[config.mk]
export PLATFORM = sky130hd
export DESIGN_NAME = pulse_sync_rx
export DESIGN_NICKNAME = d
export VERILOG_FILES = /design/src/rtl/pulse_sync_rx.sv
export SDC_FILE = /design/constraint.sdc
export NUM_CORES = 1
export LEC_CHECK = 0
export ABC_AREA = 1
export BUFFER_PORTS_ARGS = -buffer_cell sky130_fd_sc_hd__clkbuf_2
export CAP_MARGIN = 20
export CORE_ASPECT_RATIO = 1.1
export CORE_MARGIN = 2
export CORE_UTILIZATION = 41
export DETAILED_ROUTE_END_ITERATION = 12
export GPL_TIMING_DRIVEN = 0
export PLACE_DENSITY_LB_ADDON = 0.08
export SLEW_MARGIN = 5
export SYNTH_ARGS = -nofsm -noshare
export SYNTH_HDL_FRONTEND = slang
export SYNTH_SLANG_ARGS = --single-unit
[constraint.sdc]
create_clock -name fast_clk -period 3.09 [get_ports fast_clk]
set_input_delay 0.618 -clock fast_clk [delete_from_list [all_inputs] [get_ports fast_clk]]
set_output_delay 0.618 -clock fast_clk [all_outputs]
set_load 0.05 [all_outputs]
[src/rtl/pulse_sync_rx.sv]
// Receive side of a 4-phase req/ack crossing: synchronizes req_async, issues one
// fast_clk strobe per request (with consumer backpressure) and counts the strobes.
module pulse_sync_rx #(
  parameter int unsigned SYNC_STAGES = 2,
  parameter int unsigned CNT_W       = 8
) (
  input  logic             fast_clk,
  input  logic             reset_n,
  input  logic             req_async,
  input  logic             hold,
  input  logic             clr_count,
  output logic             ack_out,
  output logic             pulse_out,
  output logic             busy,
  output logic [CNT_W-1:0] event_count,
  output logic             err
);

  typedef enum logic [1:0] {
    IDLE  = 2'd0,
    PEND  = 2'd1,
    PULSE = 2'd2,
    ACK   = 2'd3
  } state_t;

  state_t                 state_q;
  state_t                 state_nxt;
  logic [SYNC_STAGES-1:0] sync_q;
  logic                   req_s;
  logic                   set_err;

  assign req_s = sync_q[SYNC_STAGES-1];

  always_ff @(posedge fast_clk or negedge reset_n) begin
    if (!reset_n) begin
      sync_q <= '0;
    end else begin
      sync_q <= {sync_q[SYNC_STAGES-2:0], req_async};
    end
  end

  always_comb begin
    state_nxt = state_q;
    set_err   = 1'b0;
    case (state_q)
      IDLE: begin
        if (req_s) state_nxt = hold ? PEND : PULSE;
      end
      PEND: begin
        if (!req_s) begin
          state_nxt = IDLE;
          set_err   = 1'b1;
        end else if (!hold) begin
          state_nxt = PULSE;
        end
      end
      PULSE: state_nxt = ACK;
      ACK: begin
        if (!req_s) state_nxt = IDLE;
      end
      default: state_nxt = IDLE;
    endcase
  end

  // Outputs are registered from the next state so they line up with state_q.
  always_ff @(posedge fast_clk or negedge reset_n) begin
    if (!reset_n) begin
      state_q   <= IDLE;
      pulse_out <= 1'b0;
      ack_out   <= 1'b0;
      busy      <= 1'b0;
    end else begin
      state_q   <= state_nxt;
      pulse_out <= (state_nxt == PULSE);
      ack_out   <= (state_nxt == ACK);
      busy      <= (state_nxt != IDLE);
    end
  end

  // Count on the edge closing each PULSE cycle; a coincident clear leaves one event.
  always_ff @(posedge fast_clk or negedge reset_n) begin
    if (!reset_n) begin
      event_count <= '0;
    end else if (state_q == PULSE) begin
      if (clr_count) begin
        event_count <= CNT_W'(1);
      end else if (event_count != '1) begin
        event_count <= event_count + 1'b1;
      end
    end else if (clr_count) begin
      event_count <= '0;
    end
  end

  always_ff @(posedge fast_clk or negedge reset_n) begin
    if (!reset_n) begin
      err <= 1'b0;
    end else if (set_err) begin
      err <= 1'b1;
    end else if (clr_count) begin
      err <= 1'b0;
    end
  end

endmodule

Yosys cells after proc, flatten, opt, wreduce, memory -nomap -nowiden
Cells that the tools add are included.

cells by class
  eq/ne operators = 6
  muxes and demuxes = 14
  add/subtract/negate cells = 1
  reductions and logical operators = 6

operators with widths
  cell                                                                    count
  8-bit 2-to-1 mux                                                        4
  2-bit 2-to-1 mux                                                        5
  8-bit by 1-bit adder with 8-bit output (second input constant)          1
  2-bit equality test (second input constant)                             4
  8-bit inequality test (second input constant)                           1
  2-bit one-hot mux with 4 select lines                                   1
  2-bit nonzero test                                                      4
  1-bit 2-to-1 mux                                                        4
  2-bit by 1-bit equality test with 1-bit output (second input constant)  1
  2-bit logical NOT                                                       1
  2-bit AND reduction                                                     1

word-level totals
  output and inout bits = 12
  flip-flop bits (word level) = 16
  logic and storage cells = 34

Logic depth before layout (Yosys ltp)
  depth in word-level cells = 4
  gate-level depth with buffers = 9
  mapped depth without buffers = 9

Worst setup path after synthesis
OpenSTA, ideal clock, no wires.

  path type = register -> register
  start = register event_count[1]
  end = register event_count[4]
  setup slack = 1512 ps
  data required time = 3016 ps
  library setup time = 74 ps
  cell stages (with the launch flop) = 8
  path buffers = 0
  clock period less this slack = 1578 ps
  data arrival time = 1504 ps
  cells stage by stage = dfrtp_1 -> ha_1 -> nand2_2 -> nor2_4 -> nand3_2 -> nand2_4 -> nand2_1 -> o21ai_2

on the way
  longest elaborated chain between the ends = 4
  elaborated cells between the ends (all ways) = 7
  classes of those cells = add/sub: 1; eq/ne: 1; mux: 3; reduce/logical: 2

ends and longest elaborated chain
  what                                    line  RTL
  start, declared                         15    output logic [CNT_W-1:0] event_count,
  start signal, assigned                  88    event_count <= event_count + 1'b1;
  8-bit by 1-bit adder with 8-bit output  88
  8-bit 2-to-1 mux                        87    end else if (event_count != '1) begin
  8-bit 2-to-1 mux                        85    if (clr_count) begin
  8-bit 2-to-1 mux                        84    end else if (state_q == PULSE) begin

Several ways; a longest one is shown, not always the timed one. The select of a mux whose other input is x is not followed.
A chain may end at the register's enable or synchronous reset.

Worst setup path after layout
  start = register event_count[2]
  end = output port event_count[2]

No word-level cell between the ends.

==> impl_metrics.py <==
metrics = {
    "global_route": {
        "grt_max_degree": 17,
        "grt-ovfl-total": 0,
        "track_usage": 0.151,
        "grt_pass1_wl_mm": 2.49,
        "grt_pass1_vias": 587,
        "antenna_found_initial": 0,
    },
    "pwr": {
        "p_sw_mw": 0.143,
        "power_mw": 0.433,
        "p_sw_frac": 0.331,
        "comb_power_share": 0.211,
        "seqPwrFrac": 0.539,
        "cellLeakagePower_nw": 0.466,
        "clockPowerShare": 0.250,
        "p_int_mw": 0.290,
        "ir_drop_v": 0.000307,
        "power.density_nw_per_um2": 479,
    },
    "yosys": {
        "yosys.area.top_type": "dfrtp_1",
        "ys.flop_type": "dfrtp_1",
        "synth_top_area_share": 0.514,
        "syn_area_sq_um": 779,
        "ys_seq_area_frac": 0.514,
        "ys_ff_latch": 16,
        "synth.avg_cell_area_sq_um": 8.47,
        "synthesis.nets": 98,
        "synth-edff-count": 0,
        "yosysWarnings": 0,
        "ys_top_cells_by_area": "dfrtp_1 (51%), nand2_1 (13%), inv_1 (5.8%), o21ai_2 (4.5%), nor2_1 (4.3%)",
        "synthDistinctLibCells": 18,
        "synthCells": 92,
        "synthTopCellsByCount": "nand2_1 (27), dfrtp_1 (16), inv_1 (12), nor2_1 (9), nand3_1 (5)",
        "async_flop_share": 1.00,
        "synth.most_common_cell": "nand2_1",
    },
    "clocking": {
        "post-cts-setup-buffers": 0,
        "cts_inserted_buffers": 3,
        "cts_resized": 0,
        "clk_latency_ns": 0.28,
        "cts_tree": "done",
        "htreeDepth": 1,
        "cts_root_buf": "clkbuf_4",
        "holdBufCountCts": 0,
        "clk_pin_slew_worst_paths_ns": 0.09,
        "cts.sinks": 16,
        "clock_path_buffers": 2,
    },
    "timing": {
        "clock.fmax_ghz": 0.612,
        "hold_violations": 0,
        "finClkSkew_ns": 0.00527,
        "rsz0062_at_grt": "no",
        "min_period_ns": 1.63,
        "slew_viol_final": 0,
        "tightest_slew_ns": 0.389,
        "final.setup.tns_ns": 0,
        "fin_crit_sh": 0.529,
        "slew-limit-headroom": 0.741,
        "setup_viol": 0,
    },
    "finish": {
        "nFillCells": 185,
        "area_growth_pct": 16.1,
        "postLayoutCoreUtil": 0.508,
        "antenna_cells": 0,
        "register_area_sq_um": 400,
        "multiInputGateArea_sq_um": 330,
        "drive_gt1_frac": 0.288,
        "num-nets-final": 119,
    },
    "critical_path": {
        "cp_slowest_stage_delay_ns": 0.43,
        "startpoint_type": "flip-flop",
        "cp.arrival_ns": 1.02,
        "critical_path_class": "flip-flop to primary output",
        "critPathMaxFanout": 5,
        "endpoint_kind": "primary output",
        "worst_path_max_delay_cell": "dfrtp_1",
        "path_delay_family": "flip-flops",
        "cp.required_ns": 2.47,
        "critical_path_buf_inv_count": 1,
        "cp_cell_sequence": "clkbuf_2",
    },
    "floorplanning": {
        "fp.dieArea_sq_um": 2270,
        "ios": 17,
        "core_area_sq_um": 1780,
        "rows": 16,
        "die_x_um": 45.6,
        "initial_core_util": 0.438,
        "dieHeight_um": 49.7,
    },
    "route": {
        "vias": 620,
        "final_antenna_net_count": 0,
        "wl_per_cell_um": 10.9,
        "first_pass_iters": 4,
        "drc_errors": 0,
        "detail_route.vias_per_cell": 4.81,
        "totalWireLength_mm": 1.41,
        "initialDrtViolationCount": 5,
    },
    "outcome": {
        "status": "completed",
    },
    "placed_design": {
        "io_buffers": 16,
        "dp_hpwl_mm": 1.08,
        "routabilityCongestion": 0.822,
    },
    "min_path": {
        "hp-class": "input port to asynchronous set/reset pin",
    },
    "flow_run": {
        "drv_cap": 0,
    },
}
==> layout make-up <==
cell class / count / area share
well taps: 18 / 0.0249
clock buffers: 3 / 0.0249
flip-flops and latches: 16 / 0.443
multi-input cells: 63 / 0.365
inverters: 13 / 0.0539
repair buffers: 16 / 0.0885
==> layout by cell type (no fill, tap or decap) <==
| cell | count |
|---|---|
| nor2_1 | 9 |
| nand2_4 | 1 |
| nand3_2 | 1 |
| inv_1 | 12 |
| ha_1 | 1 |
| clkbuf_2 | 16 |
| nor2_2 | 2 |
| a32o_1 | 1 |
| nor3_1 | 2 |
| xnor2_1 | 1 |
| nand2_2 | 2 |
| o21ai_2 | 4 |
| o21ai_0 | 3 |
| nand2_1 | 27 |
| clkbuf_4 | 3 |
| nor2_4 | 2 |
| nand3_1 | 5 |
| a21oi_1 | 2 |
| dfrtp_1 | 16 |
| inv_2 | 1 |
==> cell families after synthesis <==
logic type / Yosys count / synth area share
simple gates: 51 / 0.307
fa+ha+maj: 1 / 0.0160
xor+xnor: 1 / 0.0112
flops: 16 / 0.514
compound gates: 10 / 0.0899
buf+inv: 13 / 0.0626
==> per-stage QoR <==
step	setup WS [ns]	hold slack [ns]	instances	cell area [sq um]
5_1_grt	1.41	0.275	129	905
6_report	1.46	0.238	129	905
4_1_cts	1.44	0.249	129	905
3_5_place_dp	1.71	0.345	126	882
2_1_floorplan	1.51	0.322	92	779
3_3_place_gp	1.71	0.337	126	882
==> power by group through the flow <==
stage,Combinational [mW],Clock [mW],Sequential (mW)
after floorplan,0.0340,0,0.270
after global placement,0.0921,0,0.237
after detailed placement,0.0922,0,0.238
after CTS,0.0928,0.113,0.234
after global routing,0.100,0.120,0.235
final,0.0914,0.108,0.234
==> registers in the layout (all words and copies together) (netlist names) <==
name,count
sync_q,2
event_count,8
ack_out,1
busy,1
pulse_out,1
err,1
state_q,2
==> routing by layer <==
| layer | GRT usage | vias up | wire length [um] |
|---|---|---|---|
| met5 | 0 | - | 0 |
| met4 | 0.0735 | 0 | 23 |
| met3 | 0.0220 | 2 | 39 |
| met2 | 0.239 | 10 | 703 |
| met1 | 0.193 | 280 | 644 |
| li1 | - | 328 | - |
==> worst paths after layout <==
check	startpoint	end	slack, ns	depth (start not counted)
min in group fast_clk	sync_q[0]	sync_q[1]	0.35	0
max in group asynchronous	reset_n	event_count[3]	2.57	1
hold / removal	reset_n	event_count[7]	0.24	1
hold reg to reg	sync_q[0]	sync_q[1]	0.35	0
setup / recovery	event_count[2]	event_count[2]	1.46	1
setup reg to reg	event_count[1]	event_count[0]	1.79	7
Note: power is estimated with default switching activity, not from simulation.
